$ cat src/rtl/alu_arbiter.sv
// alu_arbiter: two-requester front end for a single shared ALU.
// Each accepted request is latched, executed for one cycle (MUL_CYCLES cycles
// for MUL), and its result is held until the consumer takes it.
// Optional feature macro ALU_ARB_RR_EN: round-robin arbitration when defined,
// fixed priority (requester 0 first) when undefined.
module alu_arbiter #(
    parameter int MUL_CYCLES = 3
) (
    input  logic        clk_i,
    input  logic        rst_i,
    input  logic        req0_valid_i,
    output logic        req0_ready_o,
    input  logic [2:0]  req0_op_i,
    input  logic [31:0] req0_a_i,
    input  logic [31:0] req0_b_i,
    input  logic        req1_valid_i,
    output logic        req1_ready_o,
    input  logic [2:0]  req1_op_i,
    input  logic [31:0] req1_a_i,
    input  logic [31:0] req1_b_i,
    output logic [31:0] alu_data1_o,
    output logic [31:0] alu_data2_o,
    output logic [2:0]  alu_ctrl_o,
    input  logic [31:0] alu_result_i,
    output logic        res_valid_o,
    input  logic        res_ready_i,
    output logic [31:0] res_data_o,
    output logic        res_id_o,
    output logic        busy_o
);

    localparam logic [2:0] OP_MUL   = 3'b011;
    localparam logic [2:0] OP_UNDEF = 3'b110;
    // The counter holds the number of EXEC cycles still to come after this one.
    localparam logic [3:0] MUL_LOAD = 4'(MUL_CYCLES - 1);

    typedef enum logic [1:0] {
        S_IDLE,
        S_EXEC,
        S_DONE
    } state_t;

    state_t      r_state;
    state_t      w_state_nxt;
    logic        r_last_grant;
    logic [3:0]  r_cnt;
    logic [2:0]  r_op;
    logic [31:0] r_a;
    logic [31:0] r_b;
    logic [31:0] r_res;
    logic        r_id;

    logic        w_gnt0;
    logic        w_gnt1;
    logic        w_hs0;
    logic        w_hs1;
    logic        w_hs;
    logic        w_exec_last;
    logic [2:0]  w_sel_op;
    logic [31:0] w_sel_a;
    logic [31:0] w_sel_b;

    // Grant selection; only offered in IDLE and never while reset is asserted.
    always_comb begin
        w_gnt0 = 1'b0;
        w_gnt1 = 1'b0;
        if (r_state == S_IDLE && rst_i) begin
`ifdef ALU_ARB_RR_EN
            if (req0_valid_i && req1_valid_i) begin
                w_gnt0 = r_last_grant;
                w_gnt1 = ~r_last_grant;
            end else begin
                w_gnt0 = req0_valid_i;
                w_gnt1 = req1_valid_i;
            end
`else
            w_gnt0 = req0_valid_i;
            w_gnt1 = req1_valid_i & ~req0_valid_i;
`endif
        end
    end

    assign req0_ready_o = w_gnt0;
    assign req1_ready_o = w_gnt1;
    assign w_hs0        = req0_valid_i & w_gnt0;
    assign w_hs1        = req1_valid_i & w_gnt1;
    assign w_hs         = w_hs0 | w_hs1;
    assign w_exec_last  = (r_state == S_EXEC) && (r_cnt == 4'd0);

    // Payload of the requester being accepted; unaccepted payload is never used.
    always_comb begin
        w_sel_op = req0_op_i;
        w_sel_a  = req0_a_i;
        w_sel_b  = req0_b_i;
        if (w_hs1) begin
            w_sel_op = req1_op_i;
            w_sel_a  = req1_a_i;
            w_sel_b  = req1_b_i;
        end
    end

    // Next-state logic: accept -> execute -> hold result until taken.
    always_comb begin
        w_state_nxt = r_state;
        case (r_state)
            S_IDLE:  if (w_hs)        w_state_nxt = S_EXEC;
            S_EXEC:  if (r_cnt == 4'd0) w_state_nxt = S_DONE;
            S_DONE:  if (res_ready_i) w_state_nxt = S_IDLE;
            default:                  w_state_nxt = S_IDLE;
        endcase
    end

    // State register; reset abandons any in-flight operation.
    always_ff @(posedge clk_i or negedge rst_i) begin
        if (!rst_i) begin
            r_state <= S_IDLE;
        end else begin
            r_state <= w_state_nxt;
        end
    end

    // Latch the accepted operation and run the EXEC-cycle down-counter.
    always_ff @(posedge clk_i or negedge rst_i) begin
        if (!rst_i) begin
            r_op         <= 3'd0;
            r_a          <= 32'd0;
            r_b          <= 32'd0;
            r_id         <= 1'b0;
            r_last_grant <= 1'b1;
            r_cnt        <= 4'd0;
        end else if (w_hs) begin
            r_op         <= w_sel_op;
            r_a          <= w_sel_a;
            r_b          <= w_sel_b;
            r_id         <= w_hs1;
            r_last_grant <= w_hs1;
            r_cnt        <= (w_sel_op == OP_MUL) ? MUL_LOAD : 4'd0;
        end else if (r_state == S_EXEC && r_cnt != 4'd0) begin
            r_cnt <= r_cnt - 4'd1;
        end
    end

    // Capture the ALU result on the final EXEC cycle; the undefined op yields zero.
    always_ff @(posedge clk_i or negedge rst_i) begin
        if (!rst_i) begin
            r_res <= 32'd0;
        end else if (w_exec_last) begin
            r_res <= (r_op == OP_UNDEF) ? 32'd0 : alu_result_i;
        end
    end

    assign alu_ctrl_o  = r_op;
    assign alu_data1_o = r_a;
    assign alu_data2_o = r_b;
    assign res_data_o  = r_res;
    assign res_id_o    = r_id;
    assign res_valid_o = (r_state == S_DONE);
    assign busy_o      = (r_state != S_IDLE);

endmodule
$ cat config.mk
export PLATFORM = sky130hd
export DESIGN_NAME = alu_arbiter
export DESIGN_NICKNAME = d
export VERILOG_FILES = /design/src/rtl/alu_arbiter.sv
export SDC_FILE = /design/constraint.sdc
export NUM_CORES = 1
export LEC_CHECK = 0
export BUFFER_PORTS_ARGS = -buffer_cell sky130_fd_sc_hd__buf_2
export CORE_MARGIN = 3
export CORE_UTILIZATION = 47
export DETAILED_ROUTE_END_ITERATION = 8
export GPL_TIMING_DRIVEN = 0
export MAX_ROUTING_LAYER = met4
export PLACE_DENSITY = 0.84
export SYNTH_ARGS = -nofsm -noshare
export SYNTH_HDL_FRONTEND = slang
export SYNTH_SLANG_ARGS = --single-unit
$ cat constraint.sdc
create_clock -name clk_i -period 5.18 [get_ports clk_i]
set_clock_uncertainty 0.2 [all_clocks]
set_input_delay 0.518 -clock clk_i [delete_from_list [all_inputs] [get_ports clk_i]]
set_output_delay 0.518 -clock clk_i [all_outputs]
set_load 0.1 [all_outputs]
==> results of run 1 <==
==> final cells by class <==
type	count	area share [%]
inverter	6	0.346
multi-input combinational	329	28.7
clock buffer	11	2.02
clock inverter	4	1.19
sequential	106	40.7
antenna	1	0.0384
timing repair buffer	276	21.7
tap	129	2.48
buffer	33	2.80
==> flip-flops by register name, indices dropped and copies added (netlist names) <==
name         flops
r_cnt            4
alu_data2_o     32
alu_data1_o     32
res_data_o      32
r_state          2
res_id_o         1
alu_ctrl_o       3
==> worst paths after layout <==
kind                                            startpoint  cells past startpoint  slack (ps)                           to
worst max-delay path                                 rst_i                      9        1200                 req1_ready_o
worst min-delay path                           res_ready_i                      2         170       r_state[1]$_DFFE_PN0P_
worst max register to register        r_cnt[0]$_DFFE_PN0P_                      6        3080         r_cnt[1]$_DFFE_PN0P_
worst min register to register  res_data_o[25]$_DFFE_PN0P_                      2         290   res_data_o[25]$_DFFE_PN0P_
max in group asynchronous                            rst_i                      3        3580   alu_data2_o[2]$_DFFE_PN0P_
min in group asynchronous                            rst_i                      2         480  alu_data2_o[25]$_DFFE_PN0P_
==> through the flow <==
| stage | cells | utilization (%) | area (um2) | setup slack [ps] |
|---|---|---|---|---|
| floorplan | 474 | - | 4730 | 2730 |
| global placement | 877 | 65.9 | 6260 | 617 |
| detailed placement | 878 | 66.2 | 6290 | 1660 |
| CTS | 894 | 68.5 | 6510 | 1110 |
| global route | 894 | 68.5 | 6510 | 930 |
| finish | 895 | 68.6 | 6520 | 1200 |
==> cells by family (layout without fill, tap and decap cells) <==
group,count (synthesis),in the layout,synth area share [%]
simple gates,152,152,13.0
flops,106,106,56.1
compound gates,104,104,11.1
mux,68,68,14.4
buf+inv,39,330,4.34
xor+xnor,3,3,0.556
fa+ha+maj,2,2,0.529
other cells,0,1,0
==> cell usage after synthesis, types with 2 or more instances <==
| cell | number | area, um2 |
|---|---|---|
| a21oi_1 | 67 | 335 |
| buf_2 | 22 | 110 |
| buf_4 | 4 | 30.0 |
| buf_6 | 2 | 22.5 |
| clkbuf_1 | 4 | 15.0 |
| dfrtp_1 | 106 | 2650 |
| ha_1 | 2 | 25.0 |
| inv_1 | 6 | 22.5 |
| mux2i_1 | 67 | 671 |
| nand2_1 | 66 | 248 |
| nand2b_1 | 2 | 12.5 |
| nand3_1 | 3 | 15.0 |
| nor2_1 | 72 | 270 |
| o21ai_0 | 35 | 175 |
| xor2_1 | 2 | 17.5 |
==> per-layer routing <==
layer | vias up | routed length (um) | global-route usage (%)
met1 | 2166 | 5680 | 31.0
met3 | 19 | 1000 | 4.86
met5 | - | 0 | -
li1 | 2164 | - | -
met2 | 211 | 7790 | 46.0
met4 | 0 | 207 | 7.22
==> cells in the final DEF, fill, tap and decap left out, drive strengths merged, types with 3 or more instances in the layout <==
| cell type | instances |
|---|---|
| nand2 | 66 |
| buf | 303 |
| o21ai | 35 |
| mux2i | 67 |
| a21oi | 67 |
| dfrtp | 106 |
| nand3 | 3 |
| inv | 6 |
| clkbuf | 16 |
| nor2 | 72 |
==> what timing repair did <==
| item | CTS | global route |
|---|---|---|
| setup buffers | 0 | 0 |
| endpoints found under the setup margin | 0 | 0 |
| endpoints found under the hold margin | 39 | 0 |
| gates resized for setup | 0 | 0 |
| hold buffers | 1 | 0 |
==> results.md, run 1 <==
- Vias: approximately 4600
- Vias in the first global route: 4556
- Footprint of the multi-input gates: 1870 um2
- Slowest CP cell: dlygate4sd3_1
- EDFF count, synth: 0
- Worst-Skew Late Latency: 360 ps
- Slew Limit Fails: 0
- Dpl hpwl: roughly 12000 um
- CP most frequent cell: buf_6
- CTS tree: done
- Max H-tree Level: 3
- RSZ-0062 raised after global routing: false
- Worst path max stage delay: 520 ps
- Synthesized area: 4730 um2
- Ys Warns: 0
- Minimum clock period: 3980 ps
- Hold crit path type: in2reg
- Worst Path Max Fanout: between 60 and 70
- DRT antenna net count: 0
- Clk pin slew, worst setup/hold paths: around 90 ps
- Grt ovf: 0
- Critical Path Source Type: primary input
- Port Buffer Count: 274
- Final WL: 14700 um
- Clk sinks: 106
- Most common flop cell mapped by yosys: dfrtp_1
- Seq cells post-synth: between 100 and 150
- Register area share after synthesis: between 50% and 60%
- Number of I/O pins: between 200 and 300
- Cells after synthesis: 474
- Final Cycle Share: 76.9%
- CTS buffer count: 9
- Via density: 5.09
- Crit-path cells: dlygate4sd3_1, buf_4, buf_16, nor3b_2, nand2_1, buf_6, buf_6, inv_1, buf_2
- Arrival time worst endpoint: 3270 ps
- Slew headroom: 63.9%
- Proportion of layout cells with a drive suffix above 1: 41.8%
- WHS: 165 ps
- Die Area: 11300 um2
- Critical Path RT: 4460 ps
- Area grow syn2layout: 37.7%
- Max clock buf depth: 2
- Drt wl/cell: 16.4 um
- Syn_nets: about 650
- Largest net degree at the start of global routing: 69
- # rows: 35
- GPL Wtd Cong: ~0.81
- Max-cap viol count: 0
- Pre-Repair DR Iteration Count: 5
- Crit Path Class: in2out
- Outcome: finished, final reports clean
- Initial antenna violation count: 0
- Sequential Area: approximately 2700 um2
- Global-route wire length before repair: around 23000 um
- CP Capture Type: output port
- Cell variety after synth: 29
- Clock root buffer: clkbuf_8
- Final Setup Violations: 0
- Die height: 106 um
- Delay-heaviest family, CP: buffers and inverters
- Worst slew pin tran: 541 ps
- CORE AREA: 9500 um2
- TNS Setup: 0 ps
- Initial core utilization: 49.8%
- Asr flop ratio synth: 100%
- Fill count: ~780
- Mean area per synthesized cell: 9.98 um2
- Overall Global Routing Usage: 26.2%
- Worst path bufs/invs: 7
- Fmax achieved: 251 MHz
- Layout net count: 934
- Die width: 106 um
- Final count of hold timing violations: 0
- Initial DRC count: 214
- Drt drc: 0
Power of run 1 is not shown: default switching activity piles up to over one toggle a cycle in this logic, so the estimate is an artifact.
==> run 2, diff against run 1 <==
Settings changed: ABC_AREA from default to 1, CORE_UTILIZATION 47 to 40, PLACE_DENSITY 0.84 to 0.76.
Clock period 5.18 ns to 3.2 ns, I/O delays scaled along.
==> run 2 against run 1 <==
  * Die area grew 15%
  * Routed wire length is 4.8% higher
  * Final cell count increased by 12%
  * Synthesized cell count grew 18%
  * Critical path depth shrank 1
==> results.md, run 2 <==
- Outcome: finished, final reports clean
- Post-route cell area: 6610 um2 (+1.5%)
- Clock root buffer: clkbuf_16
- Final Cycle Share: 92.9%
- Setup bufs post-CTS: 0 (unchanged)
- Metal3 WL: 1370 um (+37%)
- Overall Global Routing Usage: 23.4% (-2.8 points)
- # rows: 38 (+8.6%)
- CP most frequent cell: buf_4
- Minimum clock period: 2970 ps
- Drt wl/cell: 15.4 um (-6.1%)
- Final WL: 15400 um (+4.8%)
- RSZ-0062 raised after global routing: false
- CP Capture Type: output port
- Fill count: 1042 (+34%)
- Initial core utilization: 42.1% (-7.7 points)
- Slew headroom: 64.9% (+1.0 points)
- Global-route wire length before repair: 23700 um (+4.2%)
- Sequential Area: 2650 um2 (unchanged)
- Max clock buf depth: 2 (unchanged)
- Pre-Repair DR Iteration Count: 4 (-1)
- Die Area: 13000 um2 (+15%)
- DRT antenna net count: 0 (unchanged)
- Top cells by count, synth: nand2_1 (142), a21oi_1 (112), dfrtp_1 (106)
- Share of the synthesized area in the top cell type: 56.7% (+0.60 points)
- Max H-tree Level: 3 (unchanged)
- Cell variety after synth: 22 (-24%)
- Vias: 4901 (+7.5%)
- Number of I/O pins: 275 (unchanged)
- Synth area leader: dfrtp_1
- Crit Path Class: in2out
- Drt drc: 0 (unchanged)
- Critical Path RT: 2680 ps (-1780 ps)
- Max-cap viol count: 0 (unchanged)
- Core Util, Final: 59.4% (-9.1 points)
- Worst path max stage delay: 530 ps (about the same)
- Initial DRC count: 308 (+44%)
- Die width: 114 um (+7.4%)
- Port Buffer Count: 274 (unchanged)
- Dpl cells: 976 (+11%)
- CORE AREA: 11100 um2 (+17%)
- Asr flop ratio synth: 100% (unchanged)
- Register area share after synthesis: 56.7% (+0.60 points)
- Placed Area: 6260 um2 (-0.58%)
- Cells after synthesis: 561 (+18%)
- Hold crit path type: in2reg
- Layout net count: 1025 (+9.7%)
- Critical Path Source Type: primary input
- Clk sinks: 106 (unchanged)
- Area grow syn2layout: 41.2%
- Synthesized area: 4680 um2 (-1.1%)
- Top cells by area, synth: dfrtp_1 (57%), a21oi_1 (12%), nand2_1 (11%)
- Arrival time worst endpoint: 2450 ps (-820 ps)
- Seq cells post-synth: 106 (unchanged)
- Most frequent cell after synthesis: nand2_1
- Initial antenna violation count: 2 (+2)
- CTS tree: done
- Worst Path Max Fanout: 52 (-24%)
- Worst-Skew Late Latency: 330 ps (-30 ps)
- Clk pin slew, worst setup/hold paths: 70 ps (-20 ps)
- Slew Limit Fails: 0 (unchanged)
- Most common flop cell mapped by yosys: dfrtp_1
- Die height: 114 um (+7.4%)
- Commonest non-fill, non-tap cell in the layout: buf_2
- Final count of hold timing violations: 0 (unchanged)
- Via density: 4.91 (-3.7%)
- Ys Warns: 0 (unchanged)
- Grt ovf: 0 (unchanged)
- Mean area per synthesized cell: 8.34 um2 (-16%)
- Syn_nets: 734 (+13%)
- Slowest CP cell: dlygate4sd3_1
- Fmax achieved: 336 MHz
- Met2 WL post-DR: 7620 um (-2.2%)
- Dpl hpwl: 11800 um (+1.1%)
- Final Non-Filler Cells: 999 (+12%)
- Crit-path cells: dlygate4sd3_1, buf_4, buf_16, nand2_2, nor2_2, buf_4, buf_4, buf_2
- Top sig layer: met4
- GPL Wtd Cong: 0.888 (+10%)
- Largest net degree at the start of global routing: 60 (-13%)
- EDFF count, synth: 0 (unchanged)
- Worst slew pin tran: 530 ps (-11.5 ps)
- Proportion of layout cells with a drive suffix above 1: 37.1% (-4.7 points)
- Worst reg2reg setup slack: 1210 ps (-1870 ps)
- CTS buffer count: 9 (unchanged)
- Final Setup Violations: 0 (unchanged)
- Dpl ws: 163 ps (-1500 ps)
- Wl on met1: 6050 um (+6.6%)
- Vias in the first global route: 4800 (+5.4%)
- Fin worst setup slack: 227 ps (-970 ps)
- Commonest cells after routing, fill and taps aside: buf_2 (287), nand2_1 (142), a21oi_1 (112)
- Footprint of the multi-input gates: 1780 um2 (-4.9%)
[run 2: changes by cell type after synthesis, moves of 7 or more]
cell and delta:
a21oi_1 +45, buf_2 -8, clkbuf_1 +9, inv_1 +10, mux2i_1 -67, nand2_1 +76
nand3_1 +33, o21ai_0 -18, o21ai_1 +7
[run 2: per-stage QoR]
step | hold slack (ps) | setup TNS (ps)
2_1_floorplan | -176 | 0
3_3_place_gp | 249 | -45930
3_5_place_dp | 256 | 0
4_1_cts | 0.815 | 0
5_1_grt | 6.95 | 0
6_report | 5.92 | 0
[run 2: worst max-delay path, delay by kind of cell]
kind | cells | cell delay (ps)
buffers and inverters | 6 | 1800
AND/OR/NAND/NOR | 2 | 290
[run 2: repair_timing]
action	in CTS	in global routing
setup endpoints to repair	0	0
gates resized for setup	0	0
hold buffers	5	0
hold endpoints to repair	62	0
[run 2: final timing paths]
path,to,startpoint,cells after the start
min in group asynchronous,res_data_o[0]$_DFFE_PN0P_,rst_i,3
hold / removal,res_data_o[15]$_DFFE_PN0P_,alu_result_i[15],3
max in group asynchronous,alu_data2_o[9]$_DFFE_PN0P_,rst_i,3
setup reg to reg,alu_data1_o[24]$_DFFE_PN0P_,r_state[0]$_DFFE_PN0P_,7
setup / recovery,req1_ready_o,rst_i,8
hold reg to reg,r_cnt[3]$_DFFE_PN0P_,r_cnt[3]$_DFFE_PN0P_,1
[run 2: kinds of logic after synthesis]
family | synth area share, %
AO/OA/AOI/OAI | 15.3
adder cells (fa/ha/maj) | 0.535
flip-flops | 56.7
buffers and inverters | 5.27
AND/OR/NAND/NOR | 22.2
[run 2: cell type report]
cell class,instances,area share [%]
Sequential cell,106,40.1
Multi-Input combinational cell,401,26.9
Timing Repair Buffer,280,22.2
Clock buffer,11,3.67
Buffer,37,2.76
Tap cell,140,2.65
Inverter,17,0.965
Clock inverter,5,0.587
Antenna cell,2,0.0757
[run 2: metal layers]
| metal | vias to the layer above | GRT usage [%] |
|---|---|---|
| met1 | 2241 | 28.4 |
| met2 | 216 | 39.8 |
| li1 | 2419 | - |
| met5 | - | - |
| met4 | 0 | 7.05 |
| met3 | 25 | 4.33 |
Power of run 2 is left out for the same reason.
